$ cat src/rtl/sens_hispi_dly_seq.sv
// sens_hispi_dly_seq: queued sequencer for HiSPi lane delay, idelay load, clock phase and MMCM reset
module sens_hispi_dly_seq #(
  parameter int HISPI_NUMLANES  = 4,
  parameter int FIFO_DEPTH_LOG2 = 2,
  parameter int RST_CYCLES      = 8,
  parameter int PS_TIMEOUT      = 1024,
  parameter int LOCK_TIMEOUT    = 4095
) (
  input  logic                          mclk,
  input  logic                          mrst_n,
  input  logic                          cmd_valid,
  output logic                          cmd_ready,
  input  logic [1:0]                    cmd_op,
  input  logic [1:0]                    cmd_lane,
  input  logic [7:0]                    cmd_data,
  output logic [8*HISPI_NUMLANES-1:0]   dly_data,
  output logic [HISPI_NUMLANES-1:0]     set_idelay,
  output logic                          ld_idelay,
  output logic                          set_clk_phase,
  output logic                          rst_mmcm,
  input  logic                          ps_rdy,
  input  logic                          locked_pxd_mmcm,
  input  logic                          err_clr,
  output logic                          busy,
  output logic                          done,
  output logic                          err_timeout,
  output logic                          err_lane
);
  localparam int N = HISPI_NUMLANES;
  localparam int L = FIFO_DEPTH_LOG2;
  localparam int FW = L + 1;
  localparam int MX0 = PS_TIMEOUT > LOCK_TIMEOUT ? PS_TIMEOUT : LOCK_TIMEOUT;
  localparam int MX = MX0 > RST_CYCLES ? MX0 : RST_CYCLES;
  localparam int CW = $clog2(MX + 1);
  localparam logic [2:0] NL = 3'(N);
  localparam logic [FW-1:0] FULL = {1'b1, {L{1'b0}}};
  localparam logic [CW-1:0] PS_END = CW'(PS_TIMEOUT);
  localparam logic [CW-1:0] LK_END = CW'(LOCK_TIMEOUT);
  localparam logic [CW-1:0] RS_END = CW'(RST_CYCLES);
  typedef enum logic [2:0] {IDLE, HOLD, PS_LO, PS_HI, RST, LOCK} state_t;
  state_t state;
  logic [11:0] mem [1<<L];
  logic [L-1:0] wp, rp;
  logic [FW-1:0] cnt_f;
  logic rdy_r, push, pop, lane_ok;
  logic [CW-1:0] cnt, cnt_nx;
  logic [1:0] h_op, h_lane;
  logic [7:0] h_data;
  logic [3:0] oh;
  assign cmd_ready = rdy_r & (cnt_f != FULL);
  assign push = cmd_valid & cmd_ready;
  assign pop = (state == IDLE) & (cnt_f != '0);
  assign {h_op, h_lane, h_data} = mem[rp];
  assign oh = 4'b1 << h_lane;
  assign lane_ok = {1'b0, h_lane} < NL;
  assign cnt_nx = cnt + CW'(1);
  assign busy = (cnt_f != '0) | ((state != IDLE) & ~done);
  always_ff @(posedge mclk) begin
    if (push) mem[wp] <= {cmd_op, cmd_lane, cmd_data};
  end
  always_ff @(posedge mclk or negedge mrst_n) begin
    if (!mrst_n) begin
      state <= IDLE;
      wp <= '0;
      rp <= '0;
      cnt_f <= '0;
      rdy_r <= 1'b0;
      cnt <= '0;
      dly_data <= '0;
      set_idelay <= '0;
      ld_idelay <= 1'b0;
      set_clk_phase <= 1'b0;
      rst_mmcm <= 1'b0;
      done <= 1'b0;
      err_timeout <= 1'b0;
      err_lane <= 1'b0;
    end else begin
      rdy_r <= 1'b1;
      if (push) wp <= wp + L'(1);
      if (pop) rp <= rp + L'(1);
      cnt_f <= cnt_f + FW'(push) - FW'(pop);
      set_idelay <= '0;
      ld_idelay <= 1'b0;
      set_clk_phase <= 1'b0;
      done <= 1'b0;
      err_timeout <= err_timeout & ~err_clr;
      err_lane <= err_lane & ~err_clr;
      cnt <= cnt_nx;
      case (state)
        IDLE: if (pop) begin
          cnt <= '0;
          state <= HOLD;
          case (h_op)
            2'd0: begin
              done <= 1'b1;
              if (lane_ok) begin
                set_idelay <= oh[N-1:0];
                for (int i = 0; i < N; i++) if (oh[i]) dly_data[8*i +: 8] <= h_data;
              end else err_lane <= 1'b1;
            end
            2'd1: begin
              ld_idelay <= 1'b1;
              done <= 1'b1;
            end
            2'd2: begin
              dly_data[7:0] <= h_data;
              set_clk_phase <= 1'b1;
              state <= PS_LO;
            end
            default: begin
              rst_mmcm <= 1'b1;
              state <= RST;
            end
          endcase
        end
        HOLD: state <= IDLE;
        PS_LO: if (!ps_rdy) state <= PS_HI;
        else if (cnt_nx == PS_END) begin
          done <= 1'b1;
          err_timeout <= 1'b1;
          state <= IDLE;
        end
        PS_HI: if (ps_rdy || cnt_nx == PS_END) begin
          done <= 1'b1;
          if (!ps_rdy) err_timeout <= 1'b1;
          state <= IDLE;
        end
        RST: if (cnt_nx == RS_END) begin
          rst_mmcm <= 1'b0;
          cnt <= '0;
          state <= LOCK;
        end
        LOCK: if (locked_pxd_mmcm || cnt_nx == LK_END) begin
          done <= 1'b1;
          if (!locked_pxd_mmcm) err_timeout <= 1'b1;
          state <= IDLE;
        end
        default: state <= IDLE;
      endcase
    end
  end
endmodule

$ cat config.mk
export PLATFORM = sky130hd
export DESIGN_NAME = sens_hispi_dly_seq
export DESIGN_NICKNAME = d
export VERILOG_FILES = /design/src/rtl/sens_hispi_dly_seq.sv
export SDC_FILE = /design/constraint.sdc
export NUM_CORES = 1
export LEC_CHECK = 0
export ABC_AREA = 1
export CORE_ASPECT_RATIO = 1.25
export CORE_UTILIZATION = 28
export DETAILED_ROUTE_END_ITERATION = 8
export GPL_TIMING_DRIVEN = 0
export PLACE_DENSITY = 0.43
export SYNTH_ARGS = -nofsm -noshare
export SYNTH_HDL_FRONTEND = slang
export SYNTH_SLANG_ARGS = --single-unit
$ cat constraint.sdc
create_clock -name mclk -period 2.8 [get_ports mclk]
set_clock_uncertainty 0.1 [all_clocks]
set_input_delay 0.7 -clock mclk [delete_from_list [all_inputs] [get_ports mclk]]
set_output_delay 0.7 -clock mclk [all_outputs]
set_load 0.005 [all_outputs]
# Word-level counts from Yosys, hierarchy flattened

Memory sizes are Yosys's and may differ from the RTL's.
Cells that the tools add are included.

Register bits after elaboration: 65
Bits in latches: 0
Bits in writable memories: 48
Memory bits (read-only): 0
Output and inout port bits: 44
Memories kept: 1

Add/sub/neg operators: 5
$mul: 0
Div/mod/pow operators: 0
Magnitude comparators: 0
Eq/ne operators: 17
Shift operators: 1
Mux-type cells: 42
Bitwise gates (word level): 9
Reduce and logical (&&, ||, !) cells: 16

Memories:

| memory | words | bits a word | rd ports | clocked after Yosys merged registers in | write ports | RTL line | RTL |
|---|---|---|---|---|---|---|---|
| mem    | 4     | 12          | 1        | 0                                       | 1           | 42       | `logic [11:0] mem [1<<L];` |

Operator list:

| cell                                                  | count |
|---|---|
| two-way mux 12 bit                                    | 2 |
| case mux 12 bit (2 select lines)                      | 1 |
| two-way mux 1 bit                                     | 23 |
| AND reduction 4 bit                                   | 5 |
| two-way mux 3 bit                                     | 6 |
| case mux 8 bit (2 select lines)                       | 1 |
| case mux 3 bit (5 select lines)                       | 1 |
| adder 12 x 1 -> 12 bit, second input constant         | 1 |
| equality test 12 x 11 -> 1 bit, second input constant | 1 |
| equality test 12 bit, second input constant           | 1 |
| equality test 12 x 4 -> 1 bit, second input constant  | 1 |
| two-way mux 4 bit                                     | 3 |
| != test 2 bit, second input constant                  | 6 |
| two-way mux 8 bit                                     | 1 |
| bitwise AND 1 bit                                     | 6 |
| equality test 3 x 2 -> 1 bit, second input constant   | 2 |
| equality test 3 bit, second input constant            | 2 |
| != test 3 bit, second input constant                  | 2 |
| case mux 3 bit (2 select lines)                       | 1 |
| nonzero test 3 bit                                    | 2 |
| AND reduction 5 bit                                   | 1 |
| adder 2 x 1 -> 2 bit, second input constant           | 2 |
| case mux 1 bit (4 select lines)                       | 1 |
| nonzero test 2 bit                                    | 2 |
| 14 further kinds                                      | 16 |

# Logic depth before layout (Yosys ltp)

Gate-level depths: netlist (run 1).
An unclocked memory read counts as a cell.

Depth in word-level cells: 6
Depth in mapped cells: 15
Gate-level depth less buffers: 15

# Worst setup path before layout (run 1)

OpenSTA, ideal clock, no wires.

Path type: register -> register
Start point: register state[1]
End point: register cnt_f[2]
Setup time: 0.123 ns
Data arrival time: 2.146 ns
Setup slack: 0.432 ns
Stages on the path, launching flop included: 13
Buffers on the path: 1
Period minus slack after synthesis: 2.368 ns
Path through: dfrtp_1 -> nor2_2 -> inv_2 -> nor2_8 -> inv_2 -> nor2_4 -> buf_1 -> ha_1 -> inv_1 -> ha_1 -> inv_1 -> fa_1 -> xnor2_1

Longest elaborated chain between the ends: 3

RTL lines:

| what                      | RTL line | RTL |
|---|---|---|
| start, declared           | 41       | `state_t state;` |
| start signal, assigned    | 63       | `state <= IDLE;` |
| start signal, assigned    | 92       | `state <= HOLD;` |
| start signal, assigned    | 108      | `state <= PS_LO;` |
| zero test 3 bit           | 52       | `assign pop = (state == IDLE) & (cnt_f != '0);` |
| bitwise AND 1 bit         | 52       |  |
| via pop                   | 45       | `logic rdy_r, push, pop, lane_ok;` |
| subtractor 3 x 1 -> 3 bit | 81       | `cnt_f <= cnt_f + FW'(push) - FW'(pop);` |
| end signal, assigned      | 81       |  |
| end, declared             | 44       | `logic [FW-1:0] cnt_f;` |

The timed path passes the listed nets, and every way through them passes these cells.
A chain may end at the register's enable or synchronous reset.

# Final worst setup path (run 1)

Start point: register cnt_f[1]
End point: output port busy

Longest elaborated chain between the ends: 2

RTL lines:

| what               | RTL line | RTL |
|---|---|---|
| nonzero test 3 bit | 57       | `assign busy = (cnt_f != '0) \| ((state != IDLE) & ~done);` |
| bitwise OR 1 bit   | 57       |  |
| end, declared      | 24       | `output logic busy,` |

No other way between the ends.

==> flow_metrics.env, run 1 <==
export IMPL_num_vias=3698
export IMPL_drt_total_wl_microns=12200
export IMPL_fillers=1778
export IMPL_yosysSeqAreaShare=0.599
export IMPL_synth_area_per_cell_sq_um=10.0
export IMPL_hold_buffers=0
export IMPL_switchingPower_w=0.00252
export IMPL_core_area_sq_um=17700
export IMPL_place_congestion=0.820
export IMPL_report_final_slew_viol_count=0
export IMPL_die_h_microns=153
export IMPL_grt_total_usage=0.141
export IMPL_cts_buffers_inserted=17
export IMPL_synth_edf_count=48
export IMPL_vias_per_cell=4.48
export IMPL_path_cells="nor3_2 -> o21ai_0 -> clkdlybuf4s50_1"
export IMPL_rr_startpoint="state[1]"
export IMPL_first_global_vias=3685
export IMPL_grt_max_degree=66
export IMPL_multi_input_area_sq_um=1760
export IMPL_pwr_share_clk=0.309
export IMPL_hold_viol_final=0
export IMPL_grt_overflow_total=0
export IMPL_r2r_end="cnt_f[2]"
export IMPL_synth_cells=510
export IMPL_initial_core_util=0.289
export IMPL_diodes=0
export IMPL_die_width_microns=123
export IMPL_cp_start_kind="register"
export IMPL_cts_htree_levels=4
export IMPL_port_buffers=61
export IMPL_min_period_ps=2680
export IMPL_rsz0062_at_grt="false"
export IMPL_ios=62
export IMPL_firstDrtPassIters=4
export IMPL_powerDensity_nw_per_um2=1080
export IMPL_synthArstFlopShare=0.575
export IMPL_outcome="completed"
export IMPL_path_max_fanout=4
export IMPL_cts_resized_gates=1
export IMPL_worst_pin_slew_ps=1250
export IMPL_ant_nets=0
export IMPL_comb_power_share=0.347
export IMPL_drt_initial_drc_count=172
export IMPL_area_growth_pct=29.3
export IMPL_ys_warnings_count=0
export IMPL_slew_headroom=0.167
export IMPL_clock_latency_ps=420
export IMPL_syn_nets=538
export IMPL_clkTransAtPathRegs_ps=60
export IMPL_p_leak_nw=2.79
export IMPL_maxCapViolCount=0
export IMPL_crit_start="cnt_f[1]"
export IMPL_netlist_area_sq_um=5120
export IMPL_die_area_sq_um=18800
export IMPL_dp_hpwl_microns=8590
export IMPL_min_path_type="in -> async"
export IMPL_slowest_stage="clkdlybuf4s50_1"
export IMPL_ys_ff_latch=113
export IMPL_critPathKind="reg -> out"
export IMPL_arrival_ps=1880
export IMPL_drc=0
export IMPL_num_nets_final=617
export IMPL_cts_path_max_buffers=2
export IMPL_register_area_sq_um=3070
export IMPL_finalPower_w=0.00718
export IMPL_fin_hold_ws_ps=287
export IMPL_ys_flop_type="dfrtp_1"
export IMPL_cp_slowest_stage_delay_ps=470
export IMPL_cp_end_kind="output pin"
export IMPL_switching_share=0.351
export IMPL_synth_cell_types=43
export IMPL_setup_violations=0
export IMPL_seq_power_share=0.343
export IMPL_r2r_cells=11
export IMPL_worstPathRequired_ps=2000
export IMPL_max_freq_ghz=0.373
export IMPL_postCtsSetupRepairBufs=0
export IMPL_p_int_w=0.00466
export IMPL_wl_per_cell_microns=14.8
export IMPL_drive_above_1_share=0.151
export IMPL_antenna_found_initial=0
export IMPL_post_route_period_util=0.956
export IMPL_cts_tree="built"
export IMPL_root_buffer="clkbuf_16"
export IMPL_peakVddDrop_mv=0.407
export IMPL_clock_sinks=113
export IMPL_row_count=54
export IMPL_ff2ff_setup_slack_ps=330
export IMPL_grt_pass1_wl_microns=19600
worst max-delay path, delay by kind of cell, from the launching register on:
kind | cells | cell delay [ps]
buffers and inverters | 1 | 470
DFF | 1 | 440
and+or+nand+nor | 1 | 390
AOI/OAI and AO/OA | 1 | 160
cells in the mapped netlist (8+ instances only):
cell type / count / area share
a21oi_1: 20 / 0.020
dfrtp_1: 65 / 0.32
edfxtp_1: 48 / 0.28
ha_1: 9 / 0.022
inv_1: 48 / 0.035
nand2_1: 100 / 0.073
nand2_2: 10 / 0.012
nand3_1: 21 / 0.021
nor2_1: 64 / 0.047
nor2_2: 8 / 0.0098
o21ai_0: 23 / 0.022
o21ai_1: 20 / 0.020
o22ai_1: 8 / 0.0098
power groups by stage:
stage / Clock (W) / Combinational (W) / Sequential, W
after global routing: 0.00234 / 0.00281 / 0.00252
final: 0.00222 / 0.00249 / 0.00247
after detailed placement: 0 / 0.00255 / 0.00249
after CTS: 0.00227 / 0.00255 / 0.00247
after floorplan: 0 / 0.00149 / 0.00244
after global placement: 0 / 0.00251 / 0.00249
cells in the final DEF, fill, tap and decap left out, types with 5 or more instances in the layout:
| cell type | synthesis | layout |
|---|---|---|
| ha_1 | 9 | 9 |
| edfxtp_1 | 48 | 48 |
| nor3_1 | 6 | 5 |
| nand2_2 | 10 | 10 |
| nand4_1 | 6 | 6 |
| nor2_4 | 6 | 6 |
| o21ai_1 | 20 | 20 |
| nand2_1 | 100 | 100 |
| a21oi_1 | 20 | 20 |
| clkbuf_16 | 0 | 17 |
| dfrtp_1 | 65 | 65 |
| nand3_1 | 21 | 21 |
| clkdlybuf4s50_1 | 0 | 60 |
| inv_1 | 48 | 48 |
| o22ai_1 | 8 | 8 |
| inv_2 | 6 | 6 |
| o21ai_0 | 23 | 23 |
| nor2_2 | 8 | 9 |
| nor2_1 | 64 | 63 |
| buf_6 | 6 | 6 |
final cells by class:
| type | count | area share |
|---|---|---|
| well taps | 224 | 0.0423 |
| plain buffers | 11 | 0.0144 |
| inverters | 55 | 0.0314 |
| clock inverters | 15 | 0.0278 |
| multi-input cells | 330 | 0.265 |
| repair buffers | 61 | 0.0918 |
| flip-flops and latches | 113 | 0.463 |
| clock buffers | 17 | 0.0642 |
logic make-up after synthesis:
group / count (synthesis) / synth area share
simple gates: 235 / 0.218
flops: 113 / 0.599
compound gates: 79 / 0.0877
buf+inv: 67 / 0.0598
fa+ha+maj: 10 / 0.0259
xor+xnor: 5 / 0.00855
other cells: 1 / 0.000732
worst max-delay path by stage:
stage | slack (ps) | cells after the start | end
floorplan | 430 | 12 | cnt_f[2]
global placement | -1370 | 1 | set_idelay[2]
detailed placement | -180 | 3 | mem[0][7]
CTS | 60 | 3 | busy
global route | 20 | 3 | busy
finish | 120 | 3 | busy
stage by stage:
| stage | setup WS (ps) | std cells | utilization | area (sq um) | TNS [ps] |
|---|---|---|---|---|---|
| 6_report | 122 | 826 | 0.374 | 6620 | 0 |
| 5_1_grt | 16.0 | 826 | 0.374 | 6620 | 0 |
| 4_1_cts | 64.8 | 826 | 0.374 | 6620 | 0 |
| 3_5_place_dp | -177 | 795 | 0.340 | 6010 | -6860 |
| 3_3_place_gp | -1370 | 795 | 0.340 | 6010 | -95330 |
| 2_1_floorplan | 432 | 510 | - | 5120 | 0 |
registers in the layout (all words and copies together), names as in the netlist, 2 cells and up:
register    flops
set_idelay      4
wp              2
cnt            12
dly_data       32
cnt_f           3
mem            48
rp              2
state           3
per-layer routing:
layer  global-route usage  up-vias  share of wire
li1                     -     1846              -
met1                0.170     1764           0.44
met5                    0        -              0
met3               0.0321       22          0.030
met2                0.232       66           0.50
met4               0.0746        0          0.027
Note: power is estimated with default switching activity, not from simulation.
==> inputs of run 2 (changes only) <==
==> constraint.sdc (replaced) <==
create_clock -name mclk -period 2.5 [get_ports mclk]
set_clock_uncertainty 0.1 [all_clocks]
set_input_delay 0.625 -clock mclk [delete_from_list [all_inputs] [get_ports mclk]]
set_output_delay 0.625 -clock mclk [all_outputs]
set_load 0.005 [all_outputs]
==> flow_metrics.env, run 2 (synthesis gave the netlist of run 1 again) <==
export IMPL_outcome="completed"
export IMPL_ant_nets=0
export IMPL_maxCapViolCount=0
export IMPL_post_route_period_util=0.956
export IMPL_grt_max_degree=66
export IMPL_worst_pin_slew_ps=850
export IMPL_port_buffers=61
export IMPL_core_area_sq_um=17700
export IMPL_clock_sinks=113
export IMPL_drt_initial_drc_count=155
export IMPL_largest_reg_flops=48
export IMPL_grt_total_usage=0.141
export IMPL_dp_hpwl_microns=8590
export IMPL_rsz0062_at_grt="false"
export IMPL_wl_per_cell_microns=14.7
export IMPL_cp_end_kind="output pin"
export IMPL_area_growth_pct=30.2
export IMPL_firstDrtPassIters=4
export IMPL_report_final_slew_viol_count=0
export IMPL_critPathKind="reg -> out"
export IMPL_ios=62
export IMPL_diodes=0
export IMPL_placed_area_sq_um=6010
export IMPL_initial_core_util=0.289
export IMPL_cts_path_max_buffers=2
export IMPL_grt_pass1_wl_microns=19600
export IMPL_p_leak_nw=2.81
export IMPL_die_area_sq_um=18800
export IMPL_powerDensity_nw_per_um2=1220
export IMPL_largest_register="mem"
export IMPL_top_regs="mem: 48 flops, dly_data: 32 flops, cnt: 12 flops"
export IMPL_cts_tree="built"
export IMPL_root_buffer="clkbuf_16"
export IMPL_vias_per_cell=4.44
export IMPL_drive_above_1_share=0.163
export IMPL_place_congestion=0.820
export IMPL_clkTransAtPathRegs_ps=60
export IMPL_cp_start_kind="register"
export IMPL_antenna_found_initial=0
export IMPL_final_cell_mix="100 x nand2_1, 64 x dfrtp_1, 60 x nor2_1, 60 x clkdlybuf4s50_1"
export IMPL_cts_htree_levels=4
export IMPL_drt_total_wl_microns=12200
export IMPL_worstPathRequired_ps=1770
export IMPL_num_vias=3687
export IMPL_die_h_microns=153
export IMPL_grt_overflow_total=0
export IMPL_num_nets_final=621
export IMPL_max_freq_ghz=0.419
export IMPL_utilization=0.377
export IMPL_min_period_ps=2390
export IMPL_row_count=54
export IMPL_final_common_cell="nand2_1"
export IMPL_path_max_fanout=6
export IMPL_setup_violations=0
export IMPL_cts_buffers_inserted=17
export IMPL_die_width_microns=123
export IMPL_arrival_ps=1660
export IMPL_min_path_type="in -> async"
export IMPL_stdcell_area_sq_um=6670
export IMPL_clock_latency_ps=410
export IMPL_peakVddDrop_mv=0.452
export IMPL_hold_viol_final=0
export IMPL_drc=0
export IMPL_first_global_vias=3706
export IMPL_hold_buffers=0
export IMPL_slew_headroom=0.434
==> run 2: cell count changes in the layout (fill, tap and decap cells not counted), sizes merged <==
cell	previous run	this run
buf	10	14
==> run 2: where the power goes <==
group / total, W / switching [W] / leakage, nW / internal (W)
combinational: 0.00285 / 0.00159 / 1.27 / 0.00126
sequential: 0.00277 / 0.000344 / 1.26 / 0.00243
clock: 0.00249 / 0.000908 / 0.291 / 0.00158
total: 0.00811 / 0.00284 / 2.81 / 0.00527
==> run 2: final cells by class <==
cell class / instances / area [sq um]
Clock buffer: 17 / 425
Multi-Input combinational cell: 330 / 1770
Buffer: 11 / 95.1
Timing Repair Buffer: 65 / 638
Sequential cell: 113 / 3070
Tap cell: 224 / 280
Inverter: 55 / 208
Clock inverter: 15 / 184
Fill cell: 1777 / 11000
==> run 2: critical path: stages (launching register included) <==
cell	delay, ps
dfrtp_1	520
nor2_8	90
o21ai_1	130
clkdlybuf4s50_1	510
==> run 2: per-layer routing <==
layer,track usage,part of all wire,vias up
li1,-,-,1853
met3,0.0321,0.030,17
met5,0,0,-
met2,0.233,0.51,58
met1,0.170,0.44,1759
met4,0.0746,0.022,0
==> run 2: timing repair <==
| item | 4_1_cts | 5_1_grt |
|---|---|---|
| endpoints found under the setup margin | 43 | 38 |
| setup buffers | 2 | 2 |
| resized for setup | 3 | 4 |
| pin swaps | 2 | 1 |
==> run 2: path summary, 6_finish.rpt <==
check                         start     endpoint  slack [ps]  cells past startpoint
max in group asynchronous    mrst_n     cnt_f[1]        1520                      1
setup reg to reg           cnt_f[1]     cnt_f[2]         220                      9
min in group mclk          err_lane     err_lane         390                      2
hold reg to reg            err_lane     err_lane         390                      2
hold / removal               mrst_n  err_timeout         210                      1
setup / recovery           state[2]         busy         110                      3
==> run 2: metrics by stage <==
| step | power, W | cells | hold WS [ps] | setup TNS (ps) | worst slack (ps) |
|---|---|---|---|---|---|
| floorplan | 0.00440 | 510 | 229 | 0 | 132 |
| global placement | 0.00560 | 795 | 372 | -121350 | -1600 |
| detailed placement | 0.00565 | 795 | 378 | -18260 | -402 |
| CTS | 0.00822 | 828 | 253 | -4500 | -135 |
| global route | 0.00867 | 830 | 275 | 0 | 11.2 |
| finish | 0.00811 | 830 | 209 | 0 | 111 |
